### config.mk
export PLATFORM = sky130hd
export DESIGN_NAME = usbh_report_mux
export DESIGN_NICKNAME = d
export VERILOG_FILES = /design/src/rtl/usbh_report_mux.sv
export SDC_FILE = /design/constraint.sdc
export NUM_CORES = 2
export LEC_CHECK = 0
export CORE_ASPECT_RATIO = 1.75
export CORE_UTILIZATION = 25
export CTS_CLUSTER_DIAMETER = 80
export CTS_CLUSTER_SIZE = 40
export DETAILED_ROUTE_END_ITERATION = 8
export PLACE_DENSITY_LB_ADDON = 0.1
export SYNTH_ARGS = -nofsm -noshare
export SYNTH_HDL_FRONTEND = slang
export SYNTH_SLANG_ARGS = --single-unit
### constraint.sdc
create_clock -name clk -period 43.6 [get_ports clk]
set_input_delay 13.08 -clock clk [delete_from_list [all_inputs] [get_ports clk]]
set_output_delay 13.08 -clock clk [all_outputs]
set_load 0.05 [all_outputs]
### src/rtl/usbh_report_mux.sv
// HID host report multiplexer: captures per-channel reports (optionally dropping duplicates),
// counts them, and shows one channel selected manually, by timed scan, or by latest activity.
module usbh_report_mux #(
   parameter int C_channels      = 3,
   parameter int C_report_length = 20,
   parameter int C_filter_dup    = 1,
   parameter int C_scan_cycles   = 6000000,
   parameter int C_count_bits    = 8
) (
   input  logic                                       clk,
   input  logic                                       rst,
   input  logic [C_channels*C_report_length*8-1:0]    hid_report,
   input  logic [C_channels-1:0]                      hid_valid,
   input  logic [1:0]                                 mode,
   input  logic [1:0]                                 sel,
   output logic [C_report_length*8-1:0]               out_report,
   output logic                                       out_valid,
   output logic [1:0]                                 out_channel,
   output logic [C_channels*C_count_bits-1:0]         report_count
);

   localparam int RW     = C_report_length * 8;
   localparam int CB     = C_count_bits;
   localparam int SCAN_W = (C_scan_cycles > 1) ? $clog2(C_scan_cycles) : 1;

   localparam logic [SCAN_W-1:0] SCAN_LAST = SCAN_W'(C_scan_cycles - 1);
   localparam logic [1:0]        CH_LAST   = 2'(C_channels - 1);
   localparam logic [2:0]        CH_NUM    = 3'(C_channels);

   typedef enum logic [1:0] {
      MODE_MANUAL = 2'd0,
      MODE_SCAN   = 2'd1,
      MODE_FOLLOW = 2'd2
   } mode_e;

   logic [RW-1:0]         r_report_q [C_channels];
   logic [RW-1:0]         r_report_d [C_channels];
   logic [CB-1:0]         count_q    [C_channels];
   logic [CB-1:0]         count_d    [C_channels];
   logic [C_channels-1:0] acc_d, acc_q;
   logic [1:0]            cur_d, cur_q;
   logic [SCAN_W-1:0]     scan_d, scan_q;
   mode_e                 mode_eff, mode_q;
   logic [RW-1:0]         out_report_d, out_report_q;
   logic                  out_valid_d, out_valid_q;

   always_comb begin
      unique case (mode)
         2'd1:    mode_eff = MODE_SCAN;
         2'd2:    mode_eff = MODE_FOLLOW;
         default: mode_eff = MODE_MANUAL;
      endcase
   end

   // NOTE: every output of a combinational block gets a default first, so no path infers a latch.
   always_comb begin
      acc_d = '0;
      for (int i = 0; i < C_channels; i++) begin
         r_report_d[i] = r_report_q[i];
         count_d[i]    = count_q[i];
         if (hid_valid[i] &&
             (C_filter_dup == 0 || hid_report[i*RW +: RW] != r_report_q[i])) begin
            acc_d[i]      = 1'b1;
            r_report_d[i] = hid_report[i*RW +: RW];
            count_d[i]    = count_q[i] + CB'(1);
         end
      end
   end

   always_comb begin
      cur_d = cur_q;
      unique case (mode_eff)
         MODE_MANUAL: cur_d = ({1'b0, sel} < CH_NUM) ? sel : 2'd0;
         MODE_SCAN: begin
            if (scan_q == SCAN_LAST) cur_d = (cur_q == CH_LAST) ? 2'd0 : cur_q + 2'd1;
         end
         MODE_FOLLOW: begin
            // Descending walk so the lowest accepted channel wins.
            for (int i = C_channels - 1; i >= 0; i--) begin
               if (acc_d[i]) cur_d = 2'(i);
            end
         end
         default: cur_d = cur_q;
      endcase
      if (C_channels == 1) cur_d = 2'd0;

      if (mode_eff != MODE_SCAN || mode_eff != mode_q || cur_d != cur_q || scan_q == SCAN_LAST)
         scan_d = '0;
      else
         scan_d = scan_q + SCAN_W'(1);
   end

   always_comb begin
      out_report_d = '0;
      out_valid_d  = 1'b0;
      for (int i = 0; i < C_channels; i++) begin
         if (cur_q == 2'(i)) begin
            out_report_d = r_report_q[i];
            out_valid_d  = acc_q[i];
         end
      end
   end

   // NOTE: state registers use non-blocking assignments so every flop samples pre-edge values;
   // the stored reports are cleared on reset because duplicate filtering compares against them.
   always_ff @(posedge clk or posedge rst) begin
      if (rst) begin
         for (int i = 0; i < C_channels; i++) begin
            r_report_q[i] <= '0;
            count_q[i]    <= '0;
         end
         acc_q        <= '0;
         cur_q        <= 2'd0;
         scan_q       <= '0;
         out_report_q <= '0;
         out_valid_q  <= 1'b0;
      end else begin
         for (int i = 0; i < C_channels; i++) begin
            r_report_q[i] <= r_report_d[i];
            count_q[i]    <= count_d[i];
         end
         acc_q        <= acc_d;
         cur_q        <= cur_d;
         scan_q       <= scan_d;
         out_report_q <= out_report_d;
         out_valid_q  <= out_valid_d;
      end
   end

   // Previous mode keeps tracking through reset so a held scan mode restarts with a full dwell.
   always_ff @(posedge clk) begin
      mode_q <= mode_eff;
   end

   always_comb begin
      report_count = '0;
      for (int i = 0; i < C_channels; i++) report_count[i*CB +: CB] = count_q[i];
   end

   assign out_report  = out_report_q;
   assign out_valid   = out_valid_q;
   assign out_channel = cur_q;

endmodule
# Word level (Yosys, flattened, before mapping)
# Index checks and enable logic that the tools add are counted.
dict set report op_classes {
  n_eq_ne 13
  add_sub_neg 5
  n_reduce_logical 8
  order_cmp 1
  muxes 18
}
# cell count
set op_table {}
lappend op_table {{$mux W160} 3}
lappend op_table {{$ne A160 B160 Y1} 3}
lappend op_table {{$add A8 B1 Y8 const B} 3}
lappend op_table {{$add A23 B1 Y23 const B} 1}
lappend op_table {{$eq A23 B23 Y1 const B} 1}
lappend op_table {{$mux W23} 1}
lappend op_table {{$mux W2} 6}
lappend op_table {{$eq A2 B1 Y1 const B} 3}
lappend op_table {{$eq A2 B2 Y1 const B} 3}
lappend op_table {{$mux W1} 6}
lappend op_table {{$pmux W2 S3} 1}
lappend op_table {{$logic_not A2 Y1} 2}
lappend op_table {{$ne A2 B2 Y1} 2}
lappend op_table {{$pmux W2 S2} 1}
lappend op_table {{$logic_and A1 B1 Y1} 3}
lappend op_table {{$logic_or A1 B1 Y1} 3}
lappend op_table {{$add A2 B1 Y2 const B} 1}
lappend op_table {{$lt A2 B2 Y1 const B} 1}
lappend op_table {{$ne A2 B1 Y1 const B} 1}
dict set report word_totals {
  output_inout_bits 187
  wordCells 57
  in_bits 489
  reg_bits 695
}

# Depth between registers and ports, before layout
dict set report logic_depth {
  word_depth 11
  depth_mapped 10
  mapped_depth_nobuf 9
}

# Worst setup path before layout
# OpenSTA, ideal clock, no wires.
dict set report synth_path {
  path_type {input to register}
  from {input port hid_report[425]}
  to {register r_report_q[10] (netlist bit)}
  n_path_buf 2
  setup_ns 0.125
  t_arrival_ns 14.970
  stages 8
  t_required_ns 43.475
  slack_ns 28.505
  cell_sequence {xnor2_1 -> nand4_1 -> nor4_1 -> nand4_1 -> o41ai_2 -> buf_2 -> buf_4 -> mux2_2}
}
dict set report synth_via {
  elab_chain_cells 2
}
# element line_no
set synth_rtl {}
lappend synth_rtl {{from (decl)} 12} ;# input logic [C_channels*C_report_length*8-1:0] hid_report,
lappend synth_rtl {{$ne A160 B160 Y1} 62} ;# (C_filter_dup == 0 || hid_report[i*RW +: RW] != r_report_q[i])) begin
lappend synth_rtl {{$logic_and A1 B1 Y1} 61} ;# if (hid_valid[i] &&
lappend synth_rtl {{to (signal, indexed assignment)} 119} ;# r_report_q[i] <= r_report_d[i];
lappend synth_rtl {{to (decl)} 36} ;# logic [RW-1:0] r_report_q [C_channels];
# No other way between the ends.
# A chain may end at the register's enable or synchronous reset.

# Worst setup path after layout
dict set report layout_path {
  from {input port hid_report[212]}
  to {register cur_q[1], in the netlist out_channel[1]}
}
dict set report layout_via {
  elab_chain_cells 6
}
# element line_no
set layout_rtl {}
lappend layout_rtl {{$ne A160 B160 Y1} 62}
lappend layout_rtl {{$logic_and A1 B1 Y1} 61}
lappend layout_rtl {{$mux W1} 61}
lappend layout_rtl {{$mux W2 (2 in a row)} 80} ;# if (acc_d[i]) cur_d = 2'(i);
lappend layout_rtl {{$pmux W2 S3} 72} ;# unique case (mode_eff)
lappend layout_rtl {{via cur_d[1]} 41} ;# logic [1:0] cur_d, cur_q;
lappend layout_rtl {{to (signal assigned)} 123} ;# cur_q <= cur_d;
lappend layout_rtl {{to (decl)} 41}
# The timed path passes the listed nets, and every way through them passes these cells.

==> reports/metrics.cfg <==
[outcome]
status = completed

[critical_path]
critPathMaxFanout = 124
crit_path_end_kind = flip-flop
worstPathArrival_ns = 17.96
ff2ff_setup_slack_ns = 38.71
cp-start-kind = input pin
cp.required_ns = 44.20
reg2reg_from = r_report_q[212]
worstSetupPathType = in2reg
r2r_end = out_channel[1]
rr_worst_depth = 9

[power]
ir_drop_mv = 0.0348
intPower_mw = 1.15
power.leakage_nw = 17.0
p_seq_share_pct = 42.2
pwr-share-clk_pct = 24.8
p_switching_mw = 0.768
pwr_density_cell_nw_per_um2 = 44.4
p_sw_share_pct = 40.1
combPwrFrac_pct = 33.0

[grt]
track_usage_pct = 25.5
globalRouteMet2Util_pct = 42.4
grt_max_degree = 155
grt_pass1_vias = 25200
grtUsageMet1_pct = 31.2
grt_overflow = 0
busiest_layer = met2
grtUsageMet3_pct = 7.36
grt_pass1_wl_mm = 227
antenna_found_initial = 86

[timing]
setup_viol = 0
period_minus_slack_ns = 17.36
worst_slack_ns = 26.24
rsz0062_at_grt = no
worst_pin_slew_ns = 1.25
drv_slew = 0
timing.fmax_ghz = 0.0576
hold_viol = 0
max_slew_margin_pct = 16.3
period_share_pct = 39.8
setup_tns_ns = 0
finClkSkew_ns = 0.0579

[clock_network]
clock_latency_ns = 0.68
cts_tree = done
post_cts_resized = 0
ctsHoldBuffers = 0
post_cts_buffers = 0
cts_buffer_depth = 3
cts_made_buffers = 37
root_buffer = clkbuf_16
clk_pin_slew_ns = 0.12
clock_sinks = 695
htree_num_levels = 2

[layout]
fill_cells = 13476
final_core_utilization_pct = 32.8
nets = 4038
drive_above_1_share_pct = 12.1
area_delta_synth_final_pct = 30.5

[synthesis]
synth_top_cell_area_share_pct = 52.5
synthDistinctLibCells = 41
ys_seq_area_share_pct = 52.7
synth_edf_count = 0
synth_area_per_cell_sq_um = 11.2
async_flop_share_pct = 99.7
synth_fp_nets = 3438
synth_warnings = 0
ys_seq_elements = 695
syn_area_sq_um = 33000
synth_top_area_cell = dfrtp_1
synth_top_flop_cell = dfrtp_1
synth_area_leaders = dfrtp_1 53%, xnor2_1 11%, mux2_2 11%
synthesis.instances = 2943

[floorplan]
core.rowCount = 176
die_w_microns = 277
core_area_sq_um = 131000
pin_count = 676
die-area_sq_um = 134000
die_height_microns = 483
start_util_pct = 25.2

[hold_path]
hp-class = reg2reg
holdPathEnd = scan_q[0]
hp-start = scan_q[0]
hold_path_depth = 1

[drt]
drt_iter0_markers = 1797
viasPerCell = 4.72
wire_per_inst_microns = 32.8
vias = 24925
wl_mm = 173
drt_drc_violations_left = 0
drt_first_pass_iters = 5
detail-route-antenna-nets = 0

[placed_design]
port_buffers = 675
pre_cts_slack_ns = 25.34
place_hpwl_mm = 138
gp_congestion = 0.896

[flow_run]
maxCapViolCount = 0

-- metal layers --
| layer | vias up | part of all wire, % | routed length [microns] |
|---|---|---|---|
| met4 | 110 | 4.3 | 7450 |
| met3 | 227 | 7.4 | 12700 |
| met2 | 860 | 47 | 81500 |
| met5 | - | 0.39 | 677 |
| met1 | 12473 | 41 | 70700 |
| li1 | 11255 | - | - |
-- cell usage after synthesis (12+ instances only) --
library cell / n
dfrtp_1: 693
nand2_1: 659
xnor2_1: 427
mux2_2: 323
mux2i_1: 161
o22ai_1: 160
nand4_1: 119
xor2_1: 95
clkbuf_1: 75
buf_2: 45
nor4_1: 45
nor2_1: 34
buf_1: 17
nand3_1: 17
inv_1: 12
-- stage by stage --
step | power [mW] | instances | cell area [sq um] | hold WS, ns
after floorplan | 1.14 | 2943 | 33000 | 0.424
after global placement | 1.46 | 5195 | 41600 | 0.456
after detailed placement | 1.46 | 5195 | 41600 | 0.467
after CTS | 1.95 | 5263 | 43000 | 0.484
after global routing | 1.99 | 5270 | 43100 | 0.496
final | 1.91 | 5279 | 43100 | 0.474
-- layout make-up --
type | count | area, sq um | share of cell area [%]
timing repair buffer | 707 | 7070 | 16.4
multi-input combinational | 2090 | 15000 | 34.8
clock inverter | 25 | 398 | 0.924
tap | 1691 | 2120 | 4.91
inverter | 12 | 57.6 | 0.134
clock buffer | 43 | 1020 | 2.37
sequential | 695 | 17400 | 40.4
antenna | 16 | 40.0 | 0.0929
-- cells by family (layout without fill, tap and decap cells) --
family	count (synthesis)	after routing	synth area share (%)
AND/OR/NAND/NOR	903	903	11.8
AO/OA/AOI/OAI	174	174	3.42
buffers and inverters	158	787	2.07
flip-flops	695	695	52.7
multiplexers	485	485	15.9
XOR/XNOR	522	522	13.9
adder cells (fa/ha/maj)	6	6	0.227
other	0	16	0
-- registers in the layout, summed over array words and instances (netlist names) --
register and count:
out_report 160, r_report_q 480, out_channel 2, out_valid 1, mode_q 2, scan_q 23
report_count 24, acc_q 3
-- critical path, stage by stage --
cell and delay [ns]:
clkdlybuf4s50_1 0.45, xnor2_1 0.79, nand4_1 0.31, nor4_1 0.90
nand4_1 0.28, o31ai_4 0.37, buf_4 0.60, buf_12 0.55
and3_1 0.27, o22a_1 0.12
-- power groups by stage --
stage	clock network (mW)	logic [mW]	registers, mW
global placement	0	0.640	0.820
floorplan	0	0.196	0.943
global route	0.511	0.657	0.819
finish	0.475	0.632	0.808
CTS	0.495	0.643	0.808
detailed placement	0	0.641	0.819
-- worst max path at each step --
stage,from,endpoint,slack [ns],cells past startpoint
floorplan,rst,acc_q[0],11.09,1
global placement,hid_report[212],out_channel[1],25.32,10
detailed placement,hid_report[212],report_count[15],25.34,10
CTS,hid_report[212],report_count[15],26.04,10
global route,hid_report[212],out_channel[0],26.19,10
finish,hid_report[212],out_channel[1],26.24,10
-- layout by cell type, fill, tap and decap left out, types with 39 or more instances in the layout --
cell	count
dfrtp_1	691
nor4_1	45
mux2_2	323
xnor2_1	427
nand4_1	119
xor2_1	95
clkdlybuf4s50_1	675
clkbuf_16	39
o22ai_1	160
mux2i_1	161
nand2_1	659
Note: power is estimated with default switching activity, not from simulation.
